File: src/rtl/pipe_adder_pkg.sv
// Shared defaults and mode encodings for the pipelined chunked adder.
package pipe_adder_pkg;

  localparam int WIDTH_DEF  = 8;
  localparam int STAGES_DEF = 2;

  localparam logic MODE_WRAP = 1'b0;
  localparam logic MODE_SAT  = 1'b1;

endpackage

File: src/rtl/pipe_adder_stage.sv
// One CHUNK-bit slice of the carry chain: unsigned add with carry in and out.
module pipe_adder_stage #(
  parameter int CHUNK = 4
) (
  input  logic [CHUNK-1:0] i_a,
  input  logic [CHUNK-1:0] i_b,
  input  logic             i_cin,
  output logic [CHUNK-1:0] o_sum,
  output logic             o_cout
);

  assign {o_cout, o_sum} = {1'b0, i_a} + {1'b0, i_b} + {{CHUNK{1'b0}}, i_cin};

endmodule

File: src/rtl/pipe_adder.sv
// Pipelined adder: each stage adds one CHUNK-bit slice; remaining operand bits
// and finished sum bits ride along in skew registers, shifted one chunk per stage.
module pipe_adder
  import pipe_adder_pkg::*;
#(
  parameter int WIDTH  = WIDTH_DEF,
  parameter int STAGES = STAGES_DEF
) (
  input  logic             clk,
  input  logic             rst,
  input  logic             in_valid,
  output logic             in_ready,
  input  logic [WIDTH-1:0] in_a,
  input  logic [WIDTH-1:0] in_b,
  input  logic             in_cin,
  input  logic             in_sat,
  output logic             out_valid,
  input  logic             out_ready,
  output logic [WIDTH-1:0] out_sum,
  output logic             out_cout
);

  localparam int CHUNK = WIDTH / STAGES;

  logic             w_en;

  logic [WIDTH-1:0] w_a_src   [STAGES];
  logic [WIDTH-1:0] w_b_src   [STAGES];
  logic [WIDTH-1:0] w_sum_src [STAGES];
  logic             w_c_src   [STAGES];
  logic             w_vld_src [STAGES];
  logic             w_sat_src [STAGES];

  logic [WIDTH-1:0] r_a   [STAGES];
  logic [WIDTH-1:0] r_b   [STAGES];
  logic [WIDTH-1:0] r_sum [STAGES];
  logic             r_c   [STAGES];
  logic             r_sat [STAGES];
  logic             r_vld [STAGES];

  logic [WIDTH-1:0] r_out_sum;
  logic             r_out_cout;

  // Sum bits enter at the top and shift down, so after STAGES steps chunk 0 sits at bit 0.
  function automatic logic [WIDTH-1:0] insert_chunk(input logic [WIDTH-1:0] acc,
                                                    input logic [CHUNK-1:0] s);
    logic [WIDTH-1:0] t;
    t = acc >> CHUNK;
    t[WIDTH-CHUNK +: CHUNK] = s;
    return t;
  endfunction

  function automatic logic [WIDTH-1:0] saturate(input logic [WIDTH-1:0] sum,
                                                input logic             carry,
                                                input logic             mode);
    return ((mode == MODE_SAT) && carry) ? '1 : sum;
  endfunction

  assign w_en      = !r_vld[STAGES-1] || out_ready;
  assign in_ready  = w_en;
  assign out_valid = r_vld[STAGES-1];
  assign out_sum   = r_out_sum;
  assign out_cout  = r_out_cout;

  for (genvar k = 0; k < STAGES; k++) begin : g_stage
    logic [CHUNK-1:0] w_s;
    logic             w_co;
    logic [WIDTH-1:0] w_sum_next;

    if (k == 0) begin : g_src_in
      assign w_a_src[k]   = in_a;
      assign w_b_src[k]   = in_b;
      assign w_sum_src[k] = '0;
      assign w_c_src[k]   = in_cin;
      assign w_vld_src[k] = in_valid;
      assign w_sat_src[k] = in_sat;
    end else begin : g_src_reg
      assign w_a_src[k]   = r_a[k-1];
      assign w_b_src[k]   = r_b[k-1];
      assign w_sum_src[k] = r_sum[k-1];
      assign w_c_src[k]   = r_c[k-1];
      assign w_vld_src[k] = r_vld[k-1];
      assign w_sat_src[k] = r_sat[k-1];
    end

    pipe_adder_stage #(
      .CHUNK (CHUNK)
    ) u_stage (
      .i_a    (w_a_src[k][CHUNK-1:0]),
      .i_b    (w_b_src[k][CHUNK-1:0]),
      .i_cin  (w_c_src[k]),
      .o_sum  (w_s),
      .o_cout (w_co)
    );

    assign w_sum_next = insert_chunk(w_sum_src[k], w_s);

    // Stage boundary k: valid bits clear asynchronously; bubbles advance like data.
    always_ff @(posedge clk or posedge rst) begin
      if (rst) begin
        r_vld[k] <= 1'b0;
      end else if (w_en) begin
        r_vld[k] <= w_vld_src[k];
      end
    end

    if (k == STAGES-1) begin : g_out
      always_ff @(posedge clk or posedge rst) begin
        if (rst) begin
          r_out_sum  <= '0;
          r_out_cout <= 1'b0;
        end else if (w_en) begin
          r_out_sum  <= saturate(w_sum_next, w_co, w_sat_src[k]);
          r_out_cout <= w_co;
        end
      end
    end else begin : g_skew
      always_ff @(posedge clk) begin
        if (w_en) begin
          r_a[k]   <= w_a_src[k] >> CHUNK;
          r_b[k]   <= w_b_src[k] >> CHUNK;
          r_sum[k] <= w_sum_next;
          r_c[k]   <= w_co;
          r_sat[k] <= w_sat_src[k];
        end
      end
    end
  end

endmodule
File: config.mk
export PLATFORM = sky130hd
export DESIGN_NAME = pipe_adder
export DESIGN_NICKNAME = d
export VERILOG_FILES = /design/src/rtl/pipe_adder_pkg.sv /design/src/rtl/pipe_adder_stage.sv /design/src/rtl/pipe_adder.sv
export SDC_FILE = /design/constraint.sdc
export NUM_CORES = 1
export LEC_CHECK = 0
export ABC_AREA = 1
export ABC_CLOCK_PERIOD_IN_PS = 2800
export CORE_MARGIN = 2
export CORE_UTILIZATION = 45
export DETAILED_ROUTE_END_ITERATION = 10
export GPL_TIMING_DRIVEN = 0
export PLACE_DENSITY = 0.73
export RECOVER_POWER = 25
export SETUP_SLACK_MARGIN = 0.02
export SYNTH_ARGS = -nofsm -noshare
export SYNTH_HDL_FRONTEND = slang
export SYNTH_HIERARCHICAL = 1
export SYNTH_SLANG_ARGS = --single-unit
File: constraint.sdc
create_clock -name clk -period 2.8 [get_ports clk]
set_input_delay 0.56 -clock clk [delete_from_list [all_inputs] [get_ports clk]]
set_output_delay 0.56 -clock clk [all_outputs]
set_load 0.02 [all_outputs]
==> results <==
- Entering global routing, the biggest net connects 25 pins.
- The number of nets in the layout is 199.
- The total setup violations reported at the end of the flow is 0.
- For this run, the register share of the synthesized area comes to 55.5%.
- The cell that appears most often on the critical path is sky130_fd_sc_hd__clkdlybuf4s50_1.
- Setup repair after global routing left no endpoint under its margin.
- Gates resized during post-CTS repair numbered 0.
- After synthesis, the mean cell area works out to 9.63 µm².
- Clock tree synthesis found a total of 25 sinks.
- After synthesis the cells add up to 0.00125 mm².
- The final weighted congestion in routability-driven placement is 0.833.
- The tool flagged a number of max-cap violations equal to 0.
- The placement-stage cell area is 0.00161 mm².
- Ranked by total cell area, the synthesized netlist is headed by sky130_fd_sc_hd__edfxtp_1 (34%), sky130_fd_sc_hd__dfrtp_1 (22%), sky130_fd_sc_hd__nand2_1 (15%).
- After synthesis, the largest area contributor takes up 33.6% of total cell area.
- The maximum level of the CTS H-tree is 1.
- Once the floorplan was initialized, standard cells occupied 46.2% of the core.
- The per-cell routed wire length is 10.4 µm.
- The detailed placement HPWL is 1.58 mm.
- The largest stage delay on the critical path is 640 ps.
- The tightest min-delay check is of the flip-flop to flip-flop type.
- Buffers added to address setup during post-CTS repair amount to 0.
- The worst pin sits at a relative slew slack of 73.0%.
- The via count of the first global-routing pass was 934.
- The cell family contributing the most delay on the critical path is buffers and inverters.
- The minimum setup slack after placement is 170 ps.
- The endpoint required time on the critical path is 2240 ps.
- Row generation in the floorplan step produced 19 rows.
- The count of yosys warnings during synthesis is 6.
- The placeable core region is 0.00271 mm².
- The worst setup skew after layout is 5.55 ps.
- The initial antenna violation count is 0.
- The leakage power summed over all cells is 0.810 nW.
- Counting instances, the worst hold path has a depth of 2.
- The maximum vdd drop is 0.432 mV.
- The tree is rooted in a sky130_fd_sc_hd__clkbuf_4.
- The post-layout utilization of the core is 60.5%.
- The cell accounting for the most synthesized area is sky130_fd_sc_hd__edfxtp_1.
- The count of nets left with antenna violations after detail routing is 0.
- The first-pass iteration count of the detailed router is 4.
- The run finished with clean final reports.
- TritonCTS built the clock tree.
- The number of violations reported at the end of detailed-routing iteration 0 is 14.
- The ratio of cells with drive above 1 in the final layout is 5.42%.
- The remaining design rule violation count is 0.
- The cell with the most instances after synthesis is sky130_fd_sc_hd__nand2_1.
- Counting both buffers and inverters, the worst setup path holds a total of 4.
- The critical path starts at out_ready.
- The y dimension of the die is 56.8 µm.
- The share of async-settable or async-resettable flops after synthesis is 44.0%.
- Global routing finished with a remaining overflow of 0.
- The aggregate negative setup slack is 0 ps.
- The width of the die is 56.8 µm.
- The startpoint identified for the worst hold timing path is out_sum[7].
- The hold-critical path endpoint is out_sum[7].
- The clock passes through at most 2 buffers.
- The worst path meets setup with 170 ps of slack.
- The number of hold buffers added after cts is 0.
- The total via count in the routed design is 922.
- The clock insertion delay at the later pin of the skew report is 320 ps.
- The area growth from synthesis to layout is 30.9%.
- Dividing the detail-routed via count by the number of cells gives 4.68.
- The slew at the pin closest to its max-slew limit is 404 ps.
- The internal reg-to-reg setup slack is 970 ps.
- Yosys mapped a number of flops with a built-in enable equal to 14.
- The top-level port count is 33.
- Synthesis produced a netlist whose cell count is 130.
- The final design area excluding fillers is 0.00164 mm².
- STA classifies the critical path endpoint as an output port.
- The total die area is 0.00322 mm².
- The maximum operating frequency is 380 MHz.
- The worst register-to-register path begins at r_a[0][0].
- The number of storage elements in the synthesis netlist is 25.
- Synthesis produced a netlist with a net count of 162.
- The commonest cells after synthesis are sky130_fd_sc_hd__nand2_1 (50), sky130_fd_sc_hd__inv_1 (24), sky130_fd_sc_hd__edfxtp_1 (14), sky130_fd_sc_hd__dfrtp_1 (11).
- Counting I/O delays and the setup requirement, the final critical path takes 2630 ps.
- Wires add up to 2.04 mm.
- The data arrival at the endpoint of the critical path is 2070 ps.
- Among all stages on the critical path, the largest delay is contributed by sky130_fd_sc_hd__clkdlybuf4s50_1.
- The first global-routing pass estimated 3.68 mm of wire.
- The synthesized netlist contains 16 unique library cells.
- The part of the cycle the worst path needs is 93.9%.
- The prevailing post-synth register cell is sky130_fd_sc_hd__edfxtp_1.
- The signal on the critical path passes through clkdlybuf4s50_1 -> inv_1 -> nand2_1 -> buf_6 -> clkdlybuf4s50_1.
- In the global route stage, overall resource usage came out at 14.7%.
- Power spread over the standard cell area amounts to 607 mW/mm².
- The kind of start point of the critical path is an input port.
- The number of buffers inserted by port buffering is 32.
- The clock edge transition at the registers on the reported setup and hold paths is 130 ps.
- The worst register-to-register path has a depth of 8.
- The number of hold-slack violations in the final timing report is 0.
- The critical setup path kind is input port to output port.
- The max-slew violation total from the final report came to 0.
- The biggest fanout along the worst timing path is 24.
- Buffers inserted during clock tree synthesis total 3.
- The endpoint identified for the worst register-to-register timing path is out_sum[4].
- The repair_antennas step left the layout with diodes totalling 0.
where the power goes:
part	leakage (nW)	switching, W	internal [W]
clock	0.0177	0.000106	0.0000535
sequential	0.270	0.0000300	0.000462
combinational	0.522	0.000181	0.000162
registers in the layout (all words and copies together), names as in the netlist:
register / count
r_sum: 4
r_a: 4
r_b: 4
out_valid: 1
out_cout: 1
r_sat: 1
r_c: 1
r_vld: 1
out_sum: 8
area by class of cell:
class,instances,area (µm²)
Buffer,2,22.5
Inverter,25,93.8
Clock inverter,1,5.00
Fill cell,246,1070
Multi-Input combinational cell,78,440
Tap cell,31,38.8
Sequential cell,25,696
Timing Repair Buffer,32,320
Clock buffer,3,22.5
logic make-up (layout without fill, tap and decap cells):
family / Yosys count / in the layout / synth area share [%]
AND/OR/NAND/NOR: 60 / 60 / 19.0
buffers and inverters: 27 / 63 / 9.29
flip-flops: 25 / 25 / 55.5
adder cells (fa/ha/maj): 10 / 10 / 12.4
AO/OA/AOI/OAI: 6 / 6 / 2.40
XOR/XNOR: 2 / 2 / 1.40
worst reg2reg max path: cells and delay by family (launching register included):
| kind | cells | cell delay (ps) |
|---|---|---|
| and+or+nand+nor | 4 | 440 |
| adders and majority gates | 2 | 700 |
| DFF | 1 | 420 |
| AOI/OAI and AO/OA | 1 | 100 |
| buffers and inverters | 1 | 90 |
metrics by stage:
step           hold slack (ps)  power, W  cells
2_1_floorplan              412  0.000701    130
3_3_place_gp               453  0.000838    193
3_5_place_dp               465  0.000850    193
4_1_cts                    500   0.00101    197
5_1_grt                    516   0.00106    197
6_report                   493  0.000995    197
routing by layer:
| layer | global-route usage (%) | up-vias | wire, µm |
|---|---|---|---|
| li1 | - | 470 | - |
| met1 | 16.6 | 420 | 918 |
| met2 | 26.1 | 28 | 975 |
| met3 | 2.07 | 4 | 106 |
| met4 | 8.64 | 0 | 42 |
| met5 | 0 | - | 0 |
worst max path at each step:
stage                              to  slack (ps)  cells past startpoint
after floorplan           r_sum[0][1]        1150                      4
after detailed placement     in_ready         170                      5
final                        in_ready         170                      5
after CTS                    in_ready         160                      5
after global routing         in_ready         100                      5
after global placement       in_ready         180                      5
cells in the final DEF, fill, tap and decap left out:
master | Yosys | final
sky130_fd_sc_hd__edfxtp_1 | 14 | 14
sky130_fd_sc_hd__o21ai_0 | 1 | 1
sky130_fd_sc_hd__fa_1 | 4 | 4
sky130_fd_sc_hd__o21ai_1 | 1 | 1
sky130_fd_sc_hd__nor2_2 | 1 | 1
sky130_fd_sc_hd__ha_1 | 6 | 6
sky130_fd_sc_hd__inv_2 | 1 | 1
sky130_fd_sc_hd__inv_1 | 24 | 24
sky130_fd_sc_hd__nand2_1 | 50 | 50
sky130_fd_sc_hd__a21oi_1 | 4 | 4
sky130_fd_sc_hd__clkinv_2 | 0 | 1
sky130_fd_sc_hd__nand3_1 | 6 | 6
sky130_fd_sc_hd__dlygate4sd3_1 | 0 | 10
sky130_fd_sc_hd__buf_6 | 2 | 2
sky130_fd_sc_hd__or2_2 | 1 | 1
sky130_fd_sc_hd__dfrtp_1 | 11 | 11
sky130_fd_sc_hd__xnor2_1 | 2 | 2
sky130_fd_sc_hd__clkdlybuf4s50_1 | 0 | 22
sky130_fd_sc_hd__clkbuf_4 | 0 | 3
sky130_fd_sc_hd__nor2_1 | 2 | 2
Power figures use the tool's default switching activity.
